`config.mk`:
```
export PLATFORM = sky130hd
export DESIGN_NAME = mdu_hilo_unit
export DESIGN_NICKNAME = d
export VERILOG_FILES = /design/src/rtl/mdu_pkg.sv /design/src/rtl/mdu_div_iter.sv /design/src/rtl/mdu_hilo_unit.sv
export SDC_FILE = /design/constraint.sdc
export NUM_CORES = 2
export LEC_CHECK = 0
export BUFFER_PORTS_ARGS = -buffer_cell sky130_fd_sc_hd__buf_4
export CAP_MARGIN = 15
export CORE_MARGIN = 2
export CORE_UTILIZATION = 55
export DETAILED_ROUTE_END_ITERATION = 8
export PLACE_DENSITY = 0.74
export REMOVE_ABC_BUFFERS = 1
export SYNTH_ARGS = -nofsm -noshare
export SYNTH_HDL_FRONTEND = slang
export SYNTH_SLANG_ARGS = --single-unit
```
`constraint.sdc`:
```
create_clock -name clk -period 8.35 [get_ports clk]
set_input_delay 1.67 -clock clk [delete_from_list [all_inputs] [get_ports clk]]
set_output_delay 1.67 -clock clk [all_outputs]
set_load 0.01 [all_outputs]
```
`src/rtl/mdu_pkg.sv`:
```
// Shared types and op-classification helpers for the MIPS multiply/divide unit.
package mdu_pkg;

    typedef enum logic [3:0] {
        MDU_NONE  = 4'd0,
        MDU_MULT  = 4'd1,
        MDU_MULTU = 4'd2,
        MDU_DIV   = 4'd3,
        MDU_DIVU  = 4'd4,
        MDU_MTHI  = 4'd5,
        MDU_MTLO  = 4'd6,
        MDU_MFHI  = 4'd7,
        MDU_MFLO  = 4'd8
    } mdu_op_e;

    typedef enum logic [1:0] {
        ST_IDLE = 2'd0,
        ST_MUL  = 2'd1,
        ST_DIV  = 2'd2,
        ST_DONE = 2'd3
    } mdu_state_e;

    // Multi-cycle ops that occupy the unit and hold EX until DONE.
    function automatic logic is_long_op(input mdu_op_e op);
        return op inside {MDU_MULT, MDU_MULTU, MDU_DIV, MDU_DIVU};
    endfunction

    function automatic logic is_div_op(input mdu_op_e op);
        return op inside {MDU_DIV, MDU_DIVU};
    endfunction

    // Two's-complement interpretation of the operands.
    function automatic logic is_signed_op(input mdu_op_e op);
        return op inside {MDU_MULT, MDU_DIV};
    endfunction

    function automatic logic is_mf_op(input mdu_op_e op);
        return op inside {MDU_MFHI, MDU_MFLO};
    endfunction

endpackage

```
`src/rtl/mdu_div_iter.sv`:
```
// Iterative restoring divider on operand magnitudes. Retires DIV_BPC
// quotient bits per cycle, W/DIV_BPC cycles after start, and applies the
// quotient/remainder sign correction on the way out.
module mdu_div_iter #(
    parameter int W       = 32,
    parameter int DIV_BPC = 1
) (
    input  logic         clk,
    input  logic         resetn,
    input  logic         start,
    input  logic         kill,
    input  logic [W-1:0] mag_a,
    input  logic [W-1:0] mag_b,
    input  logic         neg_q,
    input  logic         neg_r,
    output logic         done,
    output logic [W-1:0] quo,
    output logic [W-1:0] rem
);

    localparam int ITERS = W / DIV_BPC;
    localparam int CNTW  = $clog2(ITERS + 1);
    localparam logic [CNTW-1:0] CNT_LAST = CNTW'(ITERS - 1);

    logic            run;
    logic [CNTW-1:0] cnt;
    logic [W-1:0]    rem_q;
    logic [W-1:0]    quo_q;
    logic [W-1:0]    dvs_q;
    logic            neg_q_q;
    logic            neg_r_q;

    logic [W:0]      it_r;
    logic [W:0]      it_d;
    logic [W-1:0]    it_q;

    // done is high during the cycle whose edge retires the final bits.
    assign done = run && (cnt == CNT_LAST);

    // One cycle of restoring division: DIV_BPC shift/compare/subtract steps.
    always_comb begin
        it_r = {1'b0, rem_q};
        it_q = quo_q;
        it_d = '0;
        for (int k = 0; k < DIV_BPC; k++) begin
            it_r = {it_r[W-1:0], it_q[W-1]};
            it_q = {it_q[W-2:0], 1'b0};
            it_d = it_r - {1'b0, dvs_q};
            if (!it_d[W]) begin
                it_r    = it_d;
                it_q[0] = 1'b1;
            end
        end
    end

    // Iteration control: run flag and cycle counter, cleared by kill.
    always_ff @(posedge clk or negedge resetn) begin
        if (!resetn) begin
            run <= 1'b0;
            cnt <= '0;
        end else if (kill) begin
            run <= 1'b0;
            cnt <= '0;
        end else if (start) begin
            run <= 1'b1;
            cnt <= '0;
        end else if (run) begin
            if (cnt == CNT_LAST) begin
                run <= 1'b0;
                cnt <= '0;
            end else begin
                cnt <= cnt + CNTW'(1);
            end
        end
    end

    // Datapath: load magnitudes on start, then shift in quotient bits.
    always_ff @(posedge clk) begin
        if (start) begin
            rem_q   <= '0;
            quo_q   <= mag_a;
            dvs_q   <= mag_b;
            neg_q_q <= neg_q;
            neg_r_q <= neg_r;
        end else if (run) begin
            rem_q <= it_r[W-1:0];
            quo_q <= it_q;
        end
    end

    // Sign-fix output stage: quotient negated on differing signs,
    // remainder follows the dividend.
    assign quo = neg_q_q ? -quo_q : quo_q;
    assign rem = neg_r_q ? -rem_q : rem_q;

endmodule

```
`src/rtl/mdu_hilo_unit.sv`:
```
// MIPS multiply/divide unit with architectural HI/LO. Long ops hold EX via
// stall until the DONE cycle, where the result is written and bypassed to MF.
module mdu_hilo_unit
    import mdu_pkg::*;
#(
    parameter int W          = 32,
    parameter int MUL_STAGES = 2,
    parameter int DIV_BPC    = 1
) (
    input  logic           clk,
    input  logic           resetn,
    input  logic           req_valid,
    input  mdu_op_e        req_op,
    input  logic [W-1:0]   rs,
    input  logic [W-1:0]   rt,
    input  logic           flush,
    output logic           stall,
    output logic [W-1:0]   mf_res,
    output logic [2*W-1:0] hilo,
    output logic           busy
);

    localparam logic [2:0] MUL_LAST = 3'(MUL_STAGES - 1);

    // Full 2W-bit product; sign/zero extension to 2W bits makes the
    // modulo-2^(2W) product exact for both MULT and MULTU.
    function automatic logic signed [2*W-1:0] mul_full(input logic [W-1:0] a,
                                                       input logic [W-1:0] b,
                                                       input logic         sgn);
        logic signed [2*W-1:0] ea;
        logic signed [2*W-1:0] eb;
        ea = {{W{sgn & a[W-1]}}, a};
        eb = {{W{sgn & b[W-1]}}, b};
        return ea * eb;
    endfunction

    function automatic logic [W-1:0] mag_of(input logic [W-1:0] v, input logic sgn);
        return (sgn && v[W-1]) ? -v : v;
    endfunction

    mdu_state_e            state;
    mdu_op_e               op_q;
    logic [W-1:0]          hi;
    logic [W-1:0]          lo;
    logic [W-1:0]          op_a;
    logic [W-1:0]          op_b;
    logic [2:0]            mul_cnt;
    logic signed [2*W-1:0] prod_p [MUL_STAGES];

    logic                  launch;
    logic                  launch_sgn;
    logic                  mt_ok;
    logic                  div_start;
    logic                  div_done;
    logic [W-1:0]          div_mag_a;
    logic [W-1:0]          div_mag_b;
    logic                  div_neg_q;
    logic                  div_neg_r;
    logic [W-1:0]          div_quo;
    logic [W-1:0]          div_rem;
    logic [W-1:0]          res_hi;
    logic [W-1:0]          res_lo;
    logic [W-1:0]          hi_view;
    logic [W-1:0]          lo_view;

    assign busy       = (state == ST_MUL) || (state == ST_DIV);
    assign launch     = (state == ST_IDLE) && req_valid && is_long_op(req_op) && !flush;
    assign launch_sgn = is_signed_op(req_op);
    assign stall      = busy || launch || (req_valid && is_mf_op(req_op) && busy);
    assign mt_ok      = req_valid && !stall && !flush;
    assign hilo       = {hi, lo};

    assign div_start  = launch && is_div_op(req_op);
    assign div_mag_a  = mag_of(rs, launch_sgn);
    assign div_mag_b  = mag_of(rt, launch_sgn);
    assign div_neg_q  = launch_sgn && (rs[W-1] ^ rt[W-1]);
    assign div_neg_r  = launch_sgn && rs[W-1];

    mdu_div_iter #(
        .W       (W),
        .DIV_BPC (DIV_BPC)
    ) u_div (
        .clk    (clk),
        .resetn (resetn),
        .start  (div_start),
        .kill   (flush),
        .mag_a  (div_mag_a),
        .mag_b  (div_mag_b),
        .neg_q  (div_neg_q),
        .neg_r  (div_neg_r),
        .done   (div_done),
        .quo    (div_quo),
        .rem    (div_rem)
    );

    // Operand capture at issue; shared by multiplier and divide-by-zero fixup.
    always_ff @(posedge clk) begin
        if (launch) begin
            op_a <= rs;
            op_b <= rt;
        end
    end

    // Multiplier pipeline: stage 0 forms the product, later stages carry it.
    always_ff @(posedge clk) begin
        if (state == ST_MUL) begin
            prod_p[0] <= mul_full(op_a, op_b, op_q == MDU_MULT);
            for (int i = 1; i < MUL_STAGES; i++) begin
                prod_p[i] <= prod_p[i-1];
            end
        end
    end

    // Result select for the DONE cycle, including divider corner cases.
    always_comb begin
        res_hi = '0;
        res_lo = '0;
        if (!is_div_op(op_q)) begin
            {res_hi, res_lo} = prod_p[MUL_STAGES-1];
        end else if (op_b == '0) begin
            res_hi = op_a;
            res_lo = '1;
        end else begin
            res_hi = div_rem;
            res_lo = div_quo;
        end
    end

    // MF readout, bypassing the result being written in DONE.
    always_comb begin
        hi_view = hi;
        lo_view = lo;
        if (state == ST_DONE && !flush) begin
            hi_view = res_hi;
            lo_view = res_lo;
        end
        mf_res = '0;
        if (req_valid && req_op == MDU_MFHI) begin
            mf_res = hi_view;
        end else if (req_valid && req_op == MDU_MFLO) begin
            mf_res = lo_view;
        end
    end

    // Control FSM plus the architectural HI/LO registers.
    always_ff @(posedge clk or negedge resetn) begin
        if (!resetn) begin
            state   <= ST_IDLE;
            op_q    <= MDU_NONE;
            mul_cnt <= '0;
            hi      <= '0;
            lo      <= '0;
        end else begin
            case (state)
                ST_IDLE: begin
                    if (launch) begin
                        op_q    <= req_op;
                        mul_cnt <= '0;
                        state   <= is_div_op(req_op) ? ST_DIV : ST_MUL;
                    end
                end
                ST_MUL: begin
                    if (flush) begin
                        state   <= ST_IDLE;
                        mul_cnt <= '0;
                    end else if (mul_cnt == MUL_LAST) begin
                        state   <= ST_DONE;
                        mul_cnt <= '0;
                    end else begin
                        mul_cnt <= mul_cnt + 3'd1;
                    end
                end
                ST_DIV: begin
                    if (flush) begin
                        state <= ST_IDLE;
                    end else if (div_done) begin
                        state <= ST_DONE;
                    end
                end
                ST_DONE: begin
                    if (!flush) begin
                        hi <= res_hi;
                        lo <= res_lo;
                    end
                    state <= ST_IDLE;
                end
                default: state <= ST_IDLE;
            endcase
            if (mt_ok && req_op == MDU_MTHI) begin
                hi <= rs;
            end
            if (mt_ok && req_op == MDU_MTLO) begin
                lo <= rs;
            end
        end
    end

endmodule

```
# == Word-level counts from Yosys, hierarchy flattened ==
# Memories as Yosys holds them, arrays and structs flattened.
# Index checks and enable logic that the tools add are counted.
# op_classes
add_sub_neg,7
mul,1
eq_ne,21
muxes,43
n_bitwise,3
n_reduce_logical,39
# op_table
cell,n
$mux W32,21
$neg A32 Y32,4
$mul A33 B33 Y64,1
$sub A33 B32 Y33,1
$logic_not A32 Y1,1
$mux W6,4
$eq A4 B3 Y1 const B,5
$logic_and A1 B1 Y1,17
$reduce_bool A2 Y1,8
$eq A4 B2 Y1 const B,3
$mux W2,6
$mux W3,3
$eq A4 B1 Y1 const B,2
$pmux W2 S4,1
$reduce_and A2 Y1,4
$mux W1,7
$add A6 B1 Y6 const B,1
$eq A6 B5 Y1 const B,1
$pmux W3 S2,1
$eq A2 B2 Y1 const B,2
$eq A4 B4 Y1 const B,1
$ne A2 B1 Y1 const B,2
$reduce_bool A4 Y1,1
$add A3 B1 Y3 const B,1
12 further kinds,16
# word_totals
ff_bits,242
ram_bits,128
in_bits,72
out_inout_bits,98
word_cells,129
n_memories,1
# mem_list
memory,words,width,rd,rd_ports_with_merged_regs,wr,line_no,source
prod_p,2,64,2,0,2,mdu_hilo_unit.sv:48,logic signed [2*W-1:0] prod_p [MUL_STAGES];

# == Longest topological paths before layout ==
# logic_depth
ltp_word,12
depth_mapped,32
ltp_nobuf,29

# == By module ==
# Synthesis repeated with hierarchy kept, for this count alone.
# unflattened
cells_unflattened,6027
hier_area_um2,57642.8
# by_module_without_submodules
mod,instances,cells_per_inst,area_each_um2,seq_area_each_um2
mdu_hilo_unit,1,5251,50204.4,7592.3
mdu_div_iter,1,776,7438.4,2797.7

# == Worst setup path before layout ==
# OpenSTA, ideal clock, no wires.
# synth_timing
path_kind,reg2reg
startpoint,register op_q[2]
endpoint,memory prod_p[0][63] (netlist name) (data pin)
arrival_time_ns,8.888
required_time_ns,8.084
setup_slack_ns,-0.804
path_stages_with_launch,27
n_path_buf,3
synth_period_minus_slack_ns,9.154
cell_sequence,dfrtp_1 -> nor4b_1 -> and2_0 -> clkbuf_1 -> clkbuf_1 -> nand2_1 -> inv_1 -> fa_1 -> fa_1 -> fa_1 -> inv_1 -> fa_1 -> fa_1 -> fa_1 -> fa_1 -> fa_1 -> inv_1 -> ha_1 -> clkbuf_1 -> nand4_1 -> or4_1 -> a2111oi_2 -> o221ai_2 -> o311ai_2 -> a221o_1 -> and4_1 -> nor3_1
# synth_rtl
element,line_no,source
from (decl),mdu_hilo_unit.sv:42,mdu_op_e op_q;
from (signal assigned),mdu_hilo_unit.sv:157,op_q <= req_op;
to (decl),mdu_hilo_unit.sv:48,

==> summary.md <==
| Metric | Value |
|---|---|
| Outcome | `complete, no violations` |
| CORE AREA | `101700 um^2` |
| Fin crit share | `98.40%` |
| First DRT Iteration DRCs | `3777` |
| Startpoint Class | `register` |
| Final setup fails | `0` |
| Area Overhead vs Synth | `10.26%` |
| # DRC | `0` |
| Avg Inst Size Synth | `9.459 um^2` |
| Max-slew violations | `0` |
| Maximum fanout along the worst path | `8` |
| Die Ht | `324.1 um` |
| Die area | `105000 um^2` |
| DP Wirelength | `126900 um` |
| Setup_tns | `0 ns` |
| Vias in the first global route | `44860` |
| CP max-delay cell | `fa_2` |
| Worst-Margin Slew | `1.190 ns` |
| Sequential share of the synthesized area | `18.44%` |
| Total clock sinks | `370` |
| Asr flop ratio synth | `21.62%` |
| Initial Util | `55.39%` |
| Synth area leader | `fa_1` |
| H-tree depth | `2` |
| Boundary pin count | `170` |
| Mapped Area | `56350 um^2` |
| Die Wd | `324.1 um` |
| Count leader, synth | `inv_1` |
| Critical path endpoint category | `register` |
| Mapped Cells | `5958` |
| Clock period minus worst slack | `8.216 ns` |
| CTS tree | `yes` |
| Wire per inst | `22.16 um` |
| Clock skew | `0.02390 ns` |
| Commonest cells in the netlist | `1194 x inv_1, 1126 x fa_1, 914 x nand2_1, 332 x and2_1, 319 x clkbuf_1` |
| Yosys warning count | `0` |
| Antenna violations before repair | `5` |
| Clock latency on the worst-skew pair | `0.56 ns` |
| GPL Wtd Cong | `1.017` |
| Site row count | `117` |
| Crit path required time | `8.70 ns` |
| Area of the multi-input gates | `40520 um^2` |
| Buffers & Inverters on Critical Path | `8` |
| Crit path kind | `register to register` |
| Peak Freq | `0.1217 GHz` |
| Routed WL | `165000 um` |
| Largest net degree at the start of global routing | `91` |
| Ys flop type | `edfxtp_1` |
| Rel. slew slack | `20.67%` |
| Fin nets | `7492` |
| Grt ovf | `0` |
| Vias | `43130` |
| Biggest cell delay along the critical path | `0.55 ns` |
| Largest cells by area after synthesis | `fa_1 40%, edfxtp_1 14%, inv_1 8.0%` |
| FF/Latch Area | `10390 um^2` |
| Hold buffers post-CTS | `0` |
| Vias/cell | `5.792` |
| # port buffers | `169` |
| Number of synthesized flops with an enable pin | `258` |
| CP most frequent cell | `fa_1` |
| Max-Cap Viols | `0` |
| CTS Buf Count | `41` |
| Root Buffer | `clkbuf_16` |
| GRT Util Overall | `32.42%` |
| Post-synthesis cell type count | `77` |
| Number of routed nets with antenna violations | `0` |
| Fin. Hold Viols | `0` |
| Share of the synthesized area in the top cell type | `40.00%` |
| DR pass1 iterations | `6` |
| Worst hold path class | `register to register` |
| Maximum clock path buffer count | `3` |
| Register bit count reported by yosys | `370` |
| RSZ-0062 raised after global routing | `true` |
| Worst EP arrival | `8.57 ns` |
| CTS clk-pin slew, worst paths | `0.06 ns` |
| First-pass GRT wire length | `259200 um` |
| Critical path's top delay family | `adder cells` |
| Layout cells sized above 1 | `8.646%` |
| Fill count | `8315` |
-- cell type report --
class	count	area share, %
antenna	6	0.02416
clock buffer	52	1.867
clock inverter	23	0.4511
inverter	1194	7.213
multi-input combinational	4064	65.22
sequential	370	16.72
tap	1368	2.755
timing repair buffer	369	5.753
-- per-layer routing --
metal  share of wire, %  vias up  track usage [%]
met1                 39    22030            44.21
met2                 46     2304            51.75
met5              0.048        -                0
li1                   -    18450                -
met4                3.5        6            9.558
met3                 12      340            7.873
-- placed cells by master (no fill, tap or decap), types with 42 or more instances in the layout --
cell type / instances
a21o_1: 42
clkbuf_16: 44
a21oi_1: 228
xor2_1: 97
nor2_1: 221
fa_1: 1118
o22ai_1: 53
buf_12: 62
o21ai_0: 173
and2_1: 332
buf_4: 304
inv_1: 1185
xnor2_1: 126
edfxtp_1: 258
ha_1: 246
dfrtp_1: 80
nand2_1: 909
-- cells by family (layout without fill, tap and decap cells) --
group / count (synthesis) / after routing / synth area share, %
and+or+nand+nor: 1712 / 1712 / 13.94
buffers and inverters: 1524 / 1638 / 10.20
adders and majority gates: 1380 / 1380 / 45.64
AOI/OAI and AO/OA: 715 / 715 / 7.695
DFF: 370 / 370 / 18.44
xor gates and xnor gates: 224 / 224 / 3.495
muxes: 33 / 33 / 0.5995
other: 0 / 6 / 0
-- through the flow --
| step | util [%] | instance area, um^2 | hold WS [ns] | setup WS [ns] | std cells |
|---|---|---|---|---|---|
| after floorplan | - | 55090 | 0.4003 | -1.114 | 5628 |
| after global placement | 59.30 | 60330 | 0.4002 | -0.1970 | 7356 |
| after detailed placement | 59.30 | 60330 | 0.4045 | -0.2752 | 7356 |
| after CTS | 60.72 | 61780 | 0.4114 | 0.002037 | 7431 |
| after global routing | 61.06 | 62120 | 0.4158 | -0.1201 | 7440 |
| final | 61.07 | 62140 | 0.4091 | 0.1335 | 7446 |
-- worst paths after layout --
kind                                    start             end  slack (ns)  depth (start not counted)
worst max-delay path                  op_q[3]   prod_p[0][61]        0.13                         28
max in group asynchronous              resetn          hi[27]        6.19                          2
worst max register to register        op_q[3]   prod_p[0][61]        0.13                         28
worst min-delay path            prod_p[0][56]  prod_p[0][120]        0.41                          0
min in group asynchronous              resetn    u_div.cnt[0]        0.95                          1
worst min register to register  prod_p[0][56]  prod_p[0][120]        0.41                          0
-- flip-flops by register name (all words and copies together), names as in the netlist --
register       flops
op_b              32
u_div.run          1
u_div.neg_r_q      1
u_div.quo_q       32
u_div.cnt          6
hi                32
op_a              32
prod_p           128
u_div.dvs_q       32
op_q               4
u_div.rem_q       32
u_div.neg_q_q      1
lo                32
mul_cnt            3
state              2
-- repair_timing --
action	4_1_cts	5_1_grt
pin swaps	4	23
endpoints found under the setup margin	8	16
setup buffers	0	7
cloned	0	1
gates resized for setup	6	53
-- worst reg2reg max path: cells and delay by family (launching register included) --
| family | cells | cell delay (ns) |
|---|---|---|
| buffers and inverters | 8 | 0.94 |
| and+or+nand+nor | 4 | 1.11 |
| DFF | 1 | 0.39 |
| adders and majority gates | 9 | 4.12 |
| AOI/OAI and AO/OA | 7 | 1.50 |
Power is left out: the tool's default activity adds up to more than one toggle a clock period on the data nets, which glitch-free logic cannot reach.
